`src/rtl/dfe_prl_ctrl.sv`:
```
// -----------------------------------------------------------------------------
// dfe_prl_ctrl
// Sequencer for the parallel DFE datapath. It holds a host-written
// pulse-response coefficient table and streams it into the DFE over the
// load_mem/location/mem_data port. It then waits for the DFE's done_wait and
// forwards the received symbol stream. Reload, abort, done_wait timeout and
// zero-tap0 errors are handled here.
//
// Ports
//   clk, rst             clock, synchronous active-high reset
//   cfg_wr_en/addr/data  coefficient table write ({mantissa, shift}); these
//                        writes take effect only in IDLE or ERROR
//   start, abort         command pulses (abort has priority)
//   sym_in[_valid]       received symbol stream
//   load_mem, location,  coefficient load port to the DFE (mem_data is
//   mem_data             zero-extended to 64 bits)
//   done_wait            DFE load-complete flag
//   dfe_signal_in[_valid] symbol stream to the DFE (one-cycle latency, RUN only)
//   busy, running        LOAD/WAIT_DONE and RUN indicators
//   error, err_code      sticky error flag; code 1 = tap0 mantissa zero,
//                        code 2 = done_wait timeout
// All outputs are registered.
// -----------------------------------------------------------------------------
module dfe_prl_ctrl #(
    parameter int PULSE_RESPONSE_LENGTH = 5,
    parameter int SIGNAL_RESOLUTION     = 8,
    parameter int LOAD_PAD              = 2,
    parameter int DONE_TIMEOUT          = 64
) (
    input  logic                                clk,
    input  logic                                rst,
    input  logic                                cfg_wr_en,
    input  logic [7:0]                          cfg_addr,
    input  logic [4*SIGNAL_RESOLUTION-1:0]      cfg_data,
    input  logic                                start,
    input  logic                                abort,
    input  logic signed [SIGNAL_RESOLUTION-1:0] sym_in,
    input  logic                                sym_in_valid,
    output logic                                load_mem,
    output logic [7:0]                          location,
    output logic [63:0]                         mem_data,
    input  logic                                done_wait,
    output logic signed [SIGNAL_RESOLUTION-1:0] dfe_signal_in,
    output logic                                dfe_signal_in_valid,
    output logic                                busy,
    output logic                                running,
    output logic                                error,
    output logic [1:0]                          err_code
);

    localparam int PRL      = PULSE_RESPONSE_LENGTH;
    localparam int SR       = SIGNAL_RESOLUTION;
    localparam int CW       = 4 * SR;
    localparam int LOAD_LEN = PRL + LOAD_PAD;
    localparam int WCW      = $clog2(DONE_TIMEOUT + 1);

    typedef enum logic [2:0] {
        S_IDLE,
        S_LOAD,
        S_WAIT_DONE,
        S_RUN,
        S_ERROR
    } state_t;

    state_t          state;
    logic [CW-1:0]   coef_tab [PRL];
    logic [15:0]     load_cnt;
    logic [WCW-1:0]  wait_cnt;

    logic            tap0_ok;
    logic            cfg_open;
    logic [15:0]     next_k;
    logic [CW-1:0]   next_word;

    // Load cycles past the last tap (the pad) keep presenting the last tap,
    // so the DFE's lagging write address still sees stable data.
    function automatic logic [7:0] tap_loc(input logic [15:0] k);
        if (k >= 16'(PRL))
            return 8'(PRL - 1);
        return k[7:0];
    endfunction

    assign tap0_ok  = (coef_tab[0][CW-1:2*SR] != '0);
    assign cfg_open = (state == S_IDLE) || (state == S_ERROR);

    always_comb begin
        next_k    = load_cnt + 16'd1;
        next_word = '0;
        for (int i = 0; i < PRL; i++) begin
            if (tap_loc(next_k) == 8'(i))
                next_word = coef_tab[i];
        end
    end

    always_ff @(posedge clk) begin
        if (rst) begin
            state               <= S_IDLE;
            load_cnt            <= '0;
            wait_cnt            <= '0;
            load_mem            <= 1'b0;
            location            <= '0;
            mem_data            <= '0;
            dfe_signal_in       <= '0;
            dfe_signal_in_valid <= 1'b0;
            busy                <= 1'b0;
            running             <= 1'b0;
            error               <= 1'b0;
            err_code            <= 2'd0;
            for (int i = 0; i < PRL; i++)
                coef_tab[i] <= '0;
        end else begin
            // Out-of-range addresses simply never match an entry.
            for (int i = 0; i < PRL; i++) begin
                if (cfg_wr_en && cfg_open && (int'(cfg_addr) == i))
                    coef_tab[i] <= cfg_data;
            end

            if (abort) begin
                state               <= S_IDLE;
                load_cnt            <= '0;
                wait_cnt            <= '0;
                load_mem            <= 1'b0;
                location            <= '0;
                mem_data            <= '0;
                dfe_signal_in_valid <= 1'b0;
                busy                <= 1'b0;
                running             <= 1'b0;
                error               <= 1'b0;
                err_code            <= 2'd0;
            end else begin
                case (state)
                    S_LOAD: begin
                        if (int'(load_cnt) == LOAD_LEN - 1) begin
                            state    <= S_WAIT_DONE;
                            load_cnt <= '0;
                            wait_cnt <= '0;
                            load_mem <= 1'b0;
                            location <= '0;
                            mem_data <= '0;
                        end else begin
                            load_cnt <= next_k;
                            location <= tap_loc(next_k);
                            mem_data <= 64'(next_word);
                        end
                    end

                    S_WAIT_DONE: begin
                        // done_wait is tested first so it wins over a
                        // coincident timeout.
                        if (done_wait) begin
                            state    <= S_RUN;
                            wait_cnt <= '0;
                            busy     <= 1'b0;
                            running  <= 1'b1;
                        end else if (int'(wait_cnt) == DONE_TIMEOUT - 1) begin
                            state    <= S_ERROR;
                            wait_cnt <= '0;
                            busy     <= 1'b0;
                            error    <= 1'b1;
                            err_code <= 2'd2;
                        end else begin
                            wait_cnt <= wait_cnt + 1'b1;
                        end
                    end

                    default: begin
                        // IDLE, ERROR and RUN all accept start; RUN also
                        // forwards symbols, but a reload kills the valid.
                        dfe_signal_in_valid <= 1'b0;
                        if (state == S_RUN) begin
                            dfe_signal_in       <= sym_in;
                            dfe_signal_in_valid <= sym_in_valid && !start;
                        end
                        if (start) begin
                            running <= 1'b0;
                            if (tap0_ok) begin
                                state    <= S_LOAD;
                                load_cnt <= '0;
                                load_mem <= 1'b1;
                                location <= '0;
                                mem_data <= 64'(coef_tab[0]);
                                busy     <= 1'b1;
                                error    <= 1'b0;
                                err_code <= 2'd0;
                            end else begin
                                state    <= S_ERROR;
                                busy     <= 1'b0;
                                error    <= 1'b1;
                                err_code <= 2'd1;
                            end
                        end
                    end
                endcase
            end
        end
    end

endmodule

```
`config.mk`:
```
export PLATFORM = sky130hd
export DESIGN_NAME = dfe_prl_ctrl
export DESIGN_NICKNAME = d
export VERILOG_FILES = /design/src/rtl/dfe_prl_ctrl.sv
export SDC_FILE = /design/constraint.sdc
export NUM_CORES = 1
export LEC_CHECK = 0
export ABC_AREA = 1
export BUFFER_PORTS_ARGS = -buffer_cell sky130_fd_sc_hd__buf_2
export CAP_MARGIN = 20
export CORE_MARGIN = 1.5
export CORE_UTILIZATION = 55
export CTS_CLUSTER_SIZE = 24
export DETAILED_ROUTE_END_ITERATION = 7
export GPL_ROUTABILITY_DRIVEN = 0
export PLACE_DENSITY = 0.83
export SETUP_SLACK_MARGIN = 0.15
export SKIP_CTS_REPAIR_TIMING = 1
export SLEW_MARGIN = 10
export SYNTH_ARGS = -nofsm -noshare
export SYNTH_HDL_FRONTEND = slang
export SYNTH_SLANG_ARGS = --single-unit
```
`constraint.sdc`:
```
create_clock -name clk -period 8.9 [get_ports clk]
set_input_delay 1.78 -clock clk [delete_from_list [all_inputs] [get_ports clk]]
set_output_delay 1.78 -clock clk [all_outputs]
set_load 0.02 [all_outputs]
```
==> results of run 1 <==
## Yosys cell counts (all sizes together) (2+ instances only)
library cell | number | area share (%)
or2 | 2 | 0.11
nand4 | 11 | 0.63
a21oi | 128 | 5.9
o31ai | 2 | 0.14
nor4 | 7 | 0.54
nand2 | 236 | 8.3
dfxtp | 81 | 15
buf | 55 | 3.4
inv | 145 | 5.0
and2 | 2 | 0.11
nand3 | 68 | 3.2
clkbuf | 37 | 1.3
o22ai | 2 | 0.11
edfxtp | 160 | 44
ha | 4 | 0.46
nor3 | 13 | 0.70
nor2 | 94 | 3.6
o21ai | 109 | 5.0
o211ai | 35 | 2.4
## stage by stage
stage | setup slack [ns] | cell area (um^2) | power [mW]
floorplan | 3.63 | 11000 | 1.38
global placement | 5.04 | 11500 | 1.43
detailed placement | 4.91 | 11600 | 1.44
CTS | 4.85 | 12400 | 2.43
global route | 4.45 | 12400 | 2.50
finish | 4.68 | 12400 | 2.42
## cell families (layout without fill, tap and decap cells)
logic type	after synthesis	count (layout)	synth area share, %
DFF	241	241	58.9
AOI/OAI and AO/OA	278	278	13.7
buffers and inverters	238	318	9.71
other	1	32	0.0344
adders and majority gates	4	4	0.459
and+or+nand+nor	434	434	17.2
## worst max-delay path by stage
stage           startpoint               to  slack (ns)  cells after the start
2_1_floorplan  cfg_addr[5]   coef_tab[0][0]        3.63                      5
3_3_place_gp   cfg_addr[5]  coef_tab[0][47]        5.04                      8
3_5_place_dp   load_cnt[0]      mem_data[4]        4.91                     11
4_1_cts        load_cnt[0]      mem_data[4]        4.85                     11
5_1_grt        load_cnt[0]      mem_data[4]        4.45                     11
6_report       load_cnt[0]     mem_data[17]        4.68                     11
## worst reg2reg max path, stage by stage (launching register included)
cell      delay (ns)
dfxtp_1         0.59
inv_2           0.43
ha_2            0.47
buf_4           0.52
clkinv_1        0.63
buf_4           0.40
nor3_4          0.18
buf_4           0.41
a21oi_1         0.16
nand2_1         0.11
nand2_1         0.09
a21oi_1         0.16
## layout make-up
type	instances	area, um^2	share of cell area, %
Clock buffer	38	709	5.73
Clock inverter	8	80.1	0.646
Inverter	146	548	4.42
Multi-Input combinational cell	748	3580	28.9
Sequential cell	241	6430	51.9
Tap cell	265	332	2.68
Timing Repair Buffer	126	713	5.76
## sequential cells by signal (all words and copies together), names as in the netlist
register	flops
coef_tab	160
mem_data	32
load_cnt	16
dfe_signal_in	8
location	8
wait_cnt	7
state	3
err_code	2
busy	1
dfe_signal_in_valid	1
error	1
load_mem	1
running	1
## report_power, final
part	switching [mW]	internal (mW)
sequential	0.0152	1.22
clock	0.425	0.582
combinational	0.129	0.0482
## per-layer routing
layer,vias up,wire length (um),track usage [%]
li1,4149,-,-
met1,4074,10300,33.8
met2,472,12700,42.2
met3,62,2280,3.67
met4,0,608,8.54
met5,-,0,0
==> summary.txt, run 1 <==
Timing
  • Fin crit share: 47.4%
  • Setup TNS: 0 ns
  • Slew margin rel.: between 30% and 40%
  • Unrepaired setup endpoints after global routing: no
  • Setup Skew: 0.0144 ns
  • Worst-margin pin slew: 0.940 ns
  • Fmax: ~240 MHz
  • Final Hold Vio Count: 0
  • Worst hold slack: ~0.44 ns
  • Final setup vio count: 0
  • Fin crit period: 4.22 ns
  • Final Max Slew Viols: 0

Setup path
  • Reg2reg start: load_cnt[0]
  • Crit-path slowest cell: dfxtp_1
  • Crit-path max FO: 67
  • Critical Path Source Type: flip-flop
  • WS Path Type: flip-flop to flip-flop
  • CP arrival: 4.68 ns
  • Critical Path Max Stage Delay: slightly below 0.6 ns
  • R2R depth: 11
  • RR Endpoint: mem_data[17]
  • Worst path required time: ~9.4 ns
  • Most Frequent Cell on Critical Path: buf_4
  • Worst setup EP type: flip-flop
  • CP top delay family: buffers and inverters
  • Crit path buf inv count: 5
  • Crit-path cells: inv_2 -> ha_2 -> buf_4 -> clkinv_1 -> buf_4 -> nor3_4 -> buf_4 -> a21oi_1 -> nand2_1 -> nand2_1 -> a21oi_1
  • Reg2reg setup slack: 4.68 ns

Clocking
  • CTS tree: done
  • Clock tree root driver cell: clkbuf_16
  • Reg clk slew, reported paths: 0.06 ns
  • H-tree depth: 1
  • CTS Buf Count: 25
  • Clock Tree Buf Depth: 3
  • # clock sinks: ~240
  • Clk_lat worst skew: about 0.54 ns

Routing
  • DR vias/cell: 5.57
  • Drt drc: 0
  • Average wire per cell in the routed design: 16.4 um
  • Drt total wl: 25,800 um
  • First-pass iteration count of the detailed router: 6
  • Antenna-violating nets left: 0
  • Vias: 8,757
  • Initial DRC count: 843

Global route
  • Gr ovfl total: 0
  • Total GRT Usage: 25.2%
  • First-pass GRT wire length: 40,700 um
  • Vias in the first global route: 8,117
  • Initial antenna violation count: 0
  • Largest net degree at the start of global routing: 68

Floorplanning
  • Die Wd: 144 um
  • Die Y: 144 um
  • Die area: 0.0207 mm^2
  • Top Ports: about 140
  • Core Box Area: between 0.015 and 0.02 mm^2
  • Cell Rows: approximately 50
  • Initial Util: a little under three fifths

Placed design
  • I/O Buffers: between 100 and 150
  • Post-DP HPWL: 15,800 um
  • Placed insts: 1,525

Final layout
  • Final Util: ~64%
  • Final instance count without filler cells: 1,572
  • Filler cells: approximately 1,500
  • Final net count: around 1,300
  • Most frequent cells in the layout: nand2_1 (232), edfxtp_1 (160), inv_1 (143), a21oi_1 (128), buf_2 (109)
  • Number of antenna diodes: 0
  • Layout cells sized above 1: 14.4%
  • Syn-to-layout area delta: 13.6%
  • Commonest non-fill, non-tap cell in the layout: nand2_1

Synth
  • Ys Warns: 0
  • Sequential element share of the synthesized area: 58.9%
  • Post-synth EDFFs: 160
  • Post-synthesis average cell area: 9.12 um^2
  • Mapped Area: 0.0109 mm^2
  • Yosys reg bits: 241
  • Synth async-reset ratio: 0%
  • Netlist cell types: 36
  • Ys flop type: edfxtp_1
  • Gate Count Post-Synth: around 1,200

Pwr
  • Pwr Density: 196 mW/mm^2
  • Pleak: 5.31 nW
  • Maximum vdd drop: approximately 150 uV

Run status
  • Status: complete, no violations

Min path
  • Hold Crit Depth: 2
  • Worst hold-check path type: flip-flop to flip-flop
  • Worst Hold Launch: location[6]
  • Hold Path Sink: location[6]

Job
  • Max-cap violation count: 0
Power figures use the tool's default switching activity.
==> run 2: changes to the inputs <==
Settings changed: ABC_AREA 1 to 0.
Clock period 8.9 ns to 4.1 ns, I/O delays scaled along.
==> run 2 against run 1 <==
Effect of this change:
- die area rose by 4.6%
- power rose by 140%
- clock power rose to 2.7 times the previous value
- design area rose by 5.0%
- hold slack got worse by 0.0063 ns
- sequential share of layout area fell by 2.5 points
- sequential power rose by 120%
- fmax rose by 20%
- first-iteration DRC count fell by 8.3%
- combinational power rose by 130%
- synthesized area rose by 4.7%
- register-to-register slack got worse by 4.1 ns
- largest power group is now clock
- highest routed layer unchanged
==> summary.txt, run 2 <==
Clocking
  • H-tree depth: 1 (unchanged)
  • Clock Tree Buf Depth: 3 (unchanged)
  • Reg clk slew, reported paths: 0.07 ns (about the same)
  • # clock sinks: 241 (unchanged)
  • CTS tree: done
  • Clk_lat worst skew: 0.52 ns (-0.02 ns)
  • Clock tree root driver cell: clkbuf_16
  • CTS Buf Count: 25 (unchanged)

Timing
  • Final setup vio count: 0 (unchanged)
  • Final Hold Vio Count: 0 (unchanged)
  • Worst-margin pin slew: 1.10 ns (+0.165 ns)
  • Unrepaired setup endpoints after global routing: no
  • Final Max Slew Viols: 0 (unchanged)
  • Setup ws final: 0.573 ns (-4.11 ns)
  • Setup TNS: 0 ns (unchanged)
  • Fin crit share: 86.0% (+39 points)
  • Fmax: 283 MHz (+20%)
  • Fin crit period: 3.53 ns (-0.694 ns)
  • Slew margin rel.: 26.4% (-11 points)
  • Setup Skew: 0.0157 ns (+0.00131 ns)

Global route
  • GR Util met2: 41.2% (-0.94 points)
  • Met1 Resource Use GR: 32.3% (-1.5 points)
  • Largest net degree at the start of global routing: 68 (unchanged)
  • M3 GR Usage: 3.85% (+0.19 points)
  • GRT Max-Usage Layer: met2
  • Vias in the first global route: 8,057 (-0.74%)
  • Initial antenna violation count: 0 (unchanged)
  • Total GRT Usage: 24.9% (-0.33 points)
  • Gr ovfl total: 0 (unchanged)
  • First-pass GRT wire length: 42,600 um (+4.7%)

Floorplanning
  • Die Wd: 147 um (+2.3%)
  • Die area: 0.0217 mm^2 (+4.6%)
  • Cell Rows: 52 (+2.0%)
  • Top Ports: 142 (unchanged)
  • Die Y: 147 um (+2.3%)
  • Core Box Area: 0.0203 mm^2 (+4.3%)
  • Initial Util: 56.3% (+0.24 points)

Routing
  • Average wire per cell in the routed design: 20.5 um (+25%)
  • DR vias/cell: 6.17 (+11%)
  • Drt total wl: 27,000 um (+4.4%)
  • Vias: 8,128 (-7.2%)
  • Antenna-violating nets left: 0 (unchanged)
  • Drt drc: 0 (unchanged)
  • First-pass iteration count of the detailed router: 5 (-1)
  • Initial DRC count: 773 (-8.3%)

Synth
  • Synth top area cells: edfxtp_1 (42%), dfxtp_1 (14%), mux4_2 (6.3%)
  • Leading area contributor after synthesis: edfxtp_1
  • Mapped Area: 0.0114 mm^2 (+4.7%)
  • Commonest cells post-synth: edfxtp_1 (160), and2_1 (97), dfxtp_1 (81)
  • Gate Count Post-Synth: 952 (-20%)
  • Top-area cell type share of the netlist area: 42.0% (-2.0 points)
  • Synth async-reset ratio: 0% (unchanged)
  • Sequential element share of the synthesized area: 56.2% (-2.7 points)
  • Most frequent cell after synthesis: edfxtp_1
  • Netlist cell types: 64 (+78%)
  • Yosys reg bits: 241 (unchanged)
  • Post-synthesis average cell area: 12.0 um^2 (+32%)
  • Ys Warns: 0 (unchanged)
  • Post-synth EDFFs: 160 (unchanged)
  • Ys flop type: edfxtp_1

Setup path
  • Crit-path slowest cell: and3_2
  • Worst path required time: 4.44 ns (-4.92 ns)
  • CP top delay family: simple AND/OR/NAND/NOR gates
  • Crit-path cells: ha_1 -> and3_1 -> and4_1 -> o2111ai_2 -> a2111oi_4 -> and3_2 -> a211oi_2
  • R2R depth: 7 (-4)
  • Crit path buf inv count: 0 (-5)
  • Critical Path Max Stage Delay: 0.98 ns (+0.39 ns)
  • CP arrival: 3.86 ns (-0.82 ns)
  • Critical path depth in cells: 7 (-4)
  • Crit-path max FO: 31 (-54%)
  • WS Path Type: flip-flop to flip-flop
  • Worst setup EP type: flip-flop
  • Critical Path Source Type: flip-flop

Min path
  • Hold Crit Depth: 2 (unchanged)
  • Worst hold-check path type: flip-flop to flip-flop

Final layout
  • Filler cells: 1,473 (-2.8%)
  • Number of antenna diodes: 0 (unchanged)
  • Final net count: 1,088 (-19%)
  • Most frequent cells in the layout: edfxtp_1 (160), buf_2 (109), and2_1 (97), dfxtp_1 (80), nor2_1 (74)
  • Largest registers: coef_tab (160), mem_data (32), load_cnt (16)
  • Syn-to-layout area delta: 13.9%
  • Commonest non-fill, non-tap cell in the layout: edfxtp_1
  • Max reg flops: 160 (unchanged)
  • Layout cells sized above 1: 24.5% (+10 points)
  • Largest Register: coef_tab

Placed design
  • I/O Buffers: 109 (unchanged)
  • Post-DP HPWL: 15,700 um (-0.21%)
  • Pre-CTS WS: 0.629 ns (-4.28 ns)

Run status
  • Status: complete, no violations

Pwr
  • Pwr Density: 447 mW/mm^2 (+130%)
  • Pleak: 4.85 nW (-8.7%)
  • Maximum vdd drop: 264 uV (+71%)

Job
  • Max-cap violation count: 0 (unchanged)
-- run 2: cell count changes in the layout (fill, tap and decap cells not counted), moves of 58 or more --
cell,before,now
o21ai_0,107,49
nand2_1,232,19
and2_1,1,97
a21oi_1,128,55
inv_1,143,5
nand3_1,67,6
-- run 2: tightest hold or removal path, delay by kind of cell, from the launching register on --
| kind | cells | cell delay, ns |
|---|---|---|
| and+or+nand+nor | 1 | 0.05 |
| AOI/OAI and AO/OA | 1 | 0.03 |
| DFF | 1 | 0.31 |
-- run 2: final cells by class --
class / count / area [um^2] / area share (%)
clock inverters: 15 / 332 / 2.55
flip-flops and latches: 241 / 6430 / 49.4
multi-input cells: 625 / 4510 / 34.7
inverters: 5 / 18.8 / 0.144
well taps: 270 / 338 / 2.60
clock buffers: 30 / 664 / 5.10
repair buffers: 131 / 723 / 5.56
-- run 2: cells by family (layout without fill, tap and decap cells) --
| logic type | Yosys count | after routing | share of synthesized area (%) |
|---|---|---|---|
| and+or+nand+nor | 327 | 327 | 16.1 |
| DFF | 241 | 241 | 56.2 |
| AOI/OAI and AO/OA | 207 | 207 | 13.4 |
| buffers and inverters | 117 | 181 | 5.65 |
| muxes | 41 | 41 | 7.09 |
| xor gates and xnor gates | 14 | 14 | 1.14 |
| adders and majority gates | 4 | 4 | 0.438 |
| other | 1 | 32 | 0.0328 |
-- run 2: path summary, 6_finish.rpt --
check / slack [ns] / endpoint / startpoint
worst min register to register: 0.43 / wait_cnt[6] / wait_cnt[6]
worst max-delay path: 0.57 / mem_data[14] / load_cnt[0]
worst max register to register: 0.57 / mem_data[14] / load_cnt[0]
worst min-delay path: 0.43 / wait_cnt[6] / wait_cnt[6]
-- run 2: power breakdown --
| part | leakage [nW] | switching, mW | total [mW] | internal [mW] |
|---|---|---|---|---|
| logic | 2.04 | 0.266 | 0.408 | 0.142 |
| clock network | 0.481 | 0.941 | 2.73 | 1.78 |
| registers | 2.32 | 0.0352 | 2.69 | 2.65 |
-- run 2: metal layers --
metal	vias to the layer above	share of wire (%)
met2	472	49
met1	3890	38
met3	97	9.2
met4	0	3.7
li1	3669	-
met5	-	0
-- run 2: stage by stage --
| stage | cells | power (mW) | util (%) | hold WS [ns] | area (um^2) |
|---|---|---|---|---|---|
| 4_1_cts | 1317 | 5.83 | 64.1 | 0.435 | 13000 |
| 2_1_floorplan | 983 | 3.03 | - | 0.413 | 11500 |
| 6_report | 1317 | 5.82 | 64.1 | 0.433 | 13000 |
| 3_3_place_gp | 1272 | 3.12 | 59.2 | 0.419 | 12000 |
| 3_5_place_dp | 1272 | 3.14 | 59.2 | 0.425 | 12000 |
| 5_1_grt | 1317 | 5.98 | 64.1 | 0.449 | 13000 |
==> run 3: changes to the inputs <==
Settings changed: RECOVER_POWER from default to 25.
==> run 3 against run 2 <==
Effect of this change:
- the run now ends with max-capacitance violations, max-slew violations left
- setup slack gained 0.012 ns
- fmax up 0.35%
- die area did not move
- critical path type unchanged
- highest routed layer unchanged
==> summary.txt, run 3 (synthesized netlist as in run 2, its figures left out) <==
Final layout
  • Layout cells sized above 1: 18.5% (-5.9 points)
  • Most frequent cells in the layout: edfxtp_1 (160), and2_1 (94), dfxtp_1 (80), nor2_1 (74), clkbuf_1 (61)
  • Filler cells: 1,504 (+2.1%)
  • Max reg flops: 160 (unchanged)
  • Largest Register: coef_tab
  • Commonest non-fill, non-tap cell in the layout: edfxtp_1
  • Number of antenna diodes: 0 (unchanged)
  • Syn-to-layout area delta: 13.0%
  • Largest registers: coef_tab (160), mem_data (32), load_cnt (16)
  • Final net count: 1,088 (unchanged)

Setup path
  • Reg2reg start: load_cnt[0]
  • Worst setup EP type: flip-flop
  • Crit-path max FO: 31 (unchanged)
  • CP endpoint: mem_data[12]
  • Critical Path Source Type: flip-flop
  • Worst path required time: 4.44 ns (about the same)
  • Reg2reg setup slack: 0.58 ns (about the same)
  • CP arrival: 3.86 ns (about the same)
  • RR Endpoint: mem_data[12]
  • CP startpoint: load_cnt[0]
  • R2R depth: 7 (unchanged)
  • WS Path Type: flip-flop to flip-flop

Timing
  • Worst hold slack: 0.435 ns (+0.00247 ns)
  • Fin crit share: 85.7% (-0.30 points)
  • Worst-margin pin slew: 2.33 ns (+1.23 ns)
  • Final Max Slew Viols: 93 (+93)
  • Setup TNS: 0 ns (unchanged)
  • Final Hold Vio Count: 0 (unchanged)
  • Fin crit period: 3.52 ns (-0.0124 ns)
  • Setup ws final: 0.585 ns (+0.0124 ns)
  • Final setup vio count: 0 (unchanged)
  • Slew margin rel.: -55.3% (-82 points)
  • Setup Skew: 0.0170 ns (+0.00131 ns)
  • Fmax: 284 MHz (+0.35%)
  • Unrepaired setup endpoints after global routing: no

Placed design
  • Post-DP HPWL: 15,700 um (unchanged)
  • Pre-CTS WS: 0.629 ns (unchanged)
  • I/O Buffers: 109 (unchanged)

Min path
  • Worst Hold Launch: wait_cnt[6]
  • Worst hold-check path type: flip-flop to flip-flop

Routing
  • Initial DRC count: 775 (+0.26%)
  • Vias: 8,105 (-0.28%)
  • Drt total wl: 27,100 um (+0.56%)
  • Antenna-violating nets left: 0 (unchanged)
  • First-pass iteration count of the detailed router: 7 (+2)
  • Drt drc: 0 (unchanged)
  • DR vias/cell: 6.15 (-0.28%)
  • Average wire per cell in the routed design: 20.6 um (+0.56%)

Clocking
  • CTS Buf Count: 25 (unchanged)
  • Clk_lat worst skew: 0.52 ns (about the same)
  • H-tree depth: 1 (unchanged)
  • # clock sinks: 241 (unchanged)
  • Clock Tree Buf Depth: 3 (unchanged)
  • Clock tree root driver cell: clkbuf_16
  • CTS tree: done
  • Reg clk slew, reported paths: 0.07 ns (about the same)

Pwr
  • Pleak: 4.59 nW (-5.3%)
  • Pwr Density: 450 mW/mm^2 (+0.69%)
  • Maximum vdd drop: 267 uV (+0.93%)

Run status
  • Violated checks: max-capacitance violations, max-slew violations
  • Status: finished with violations

Floorplanning
  • Cell Rows: 52 (unchanged)
  • Die Y: 147 um (unchanged)
  • Top Ports: 142 (unchanged)
  • Core Box Area: 0.0203 mm^2 (unchanged)
  • Initial Util: 56.3% (unchanged)
  • Die Wd: 147 um (unchanged)
  • Die area: 0.0217 mm^2 (unchanged)

Global route
  • Total GRT Usage: 24.9% (unchanged)
  • Gr ovfl total: 0 (unchanged)
  • Vias in the first global route: 8,057 (unchanged)
  • Largest net degree at the start of global routing: 68 (unchanged)
  • Initial antenna violation count: 0 (unchanged)
  • First-pass GRT wire length: 42,600 um (unchanged)

Job
  • Max-cap violation count: 3 (+3)
==> run 3: cell types whose count changed in the layout (fill, tap and decap cells not counted), moves of 2 or more <==
cell,change
clkbuf_1,+58
buf_2,-56
and2_0,+3
and2_1,-3
buf_4,-2
nor3_1,+2
nor3_2,-2
==> run 3: final cells by class <==
type	count	area (um^2)	area share [%]
repair buffers	131	646	5.00
clock buffers	30	664	5.14
clock inverters	15	332	2.57
well taps	270	338	2.61
flip-flops and latches	241	6430	49.7
inverters	5	18.8	0.145
multi-input cells	625	4490	34.8
==> run 3: worst min-delay path by stage <==
stage	slack (ns)	cells past startpoint	end
6_report	0.44	2	wait_cnt[6]
2_1_floorplan	0.41	2	wait_cnt[6]
5_1_grt	0.45	2	wait_cnt[6]
3_3_place_gp	0.42	2	wait_cnt[6]
4_1_cts	0.44	2	wait_cnt[6]
3_5_place_dp	0.42	2	wait_cnt[6]
==> run 3: worst max-delay path, stage by stage (launching register included) <==
cell and delay [ns]:
dfxtp_2 0.68, ha_1 0.38, and3_1 0.25, and4_1 0.21, o2111ai_2 0.22, a2111oi_4 0.42
and3_2 0.97, a211oi_2 0.18
==> run 3: per-stage QoR <==
stage,util [%],power [mW],instance area (um^2),cells
finish,63.6,5.82,12900,1317
global route,63.6,5.97,12900,1317
CTS,64.1,5.83,13000,1317
detailed placement,59.2,3.14,12000,1272
global placement,59.2,3.12,12000,1272
floorplan,-,3.03,11500,983
==> run 3: metal layers <==
layer  part of all wire [%]  GRT usage [%]
met2                     48           41.2
met4                    3.6           11.8
met3                    8.6           3.85
met5                      0              0
met1                     40           32.3
==> run 3: power by group <==
group | total [mW] | leakage (nW) | internal (mW) | switching, mW
combinational | 0.402 | 1.79 | 0.137 | 0.265
clock | 2.73 | 0.481 | 1.78 | 0.943
sequential | 2.69 | 2.32 | 2.65 | 0.0359
total | 5.82 | 4.59 | 4.57 | 1.24
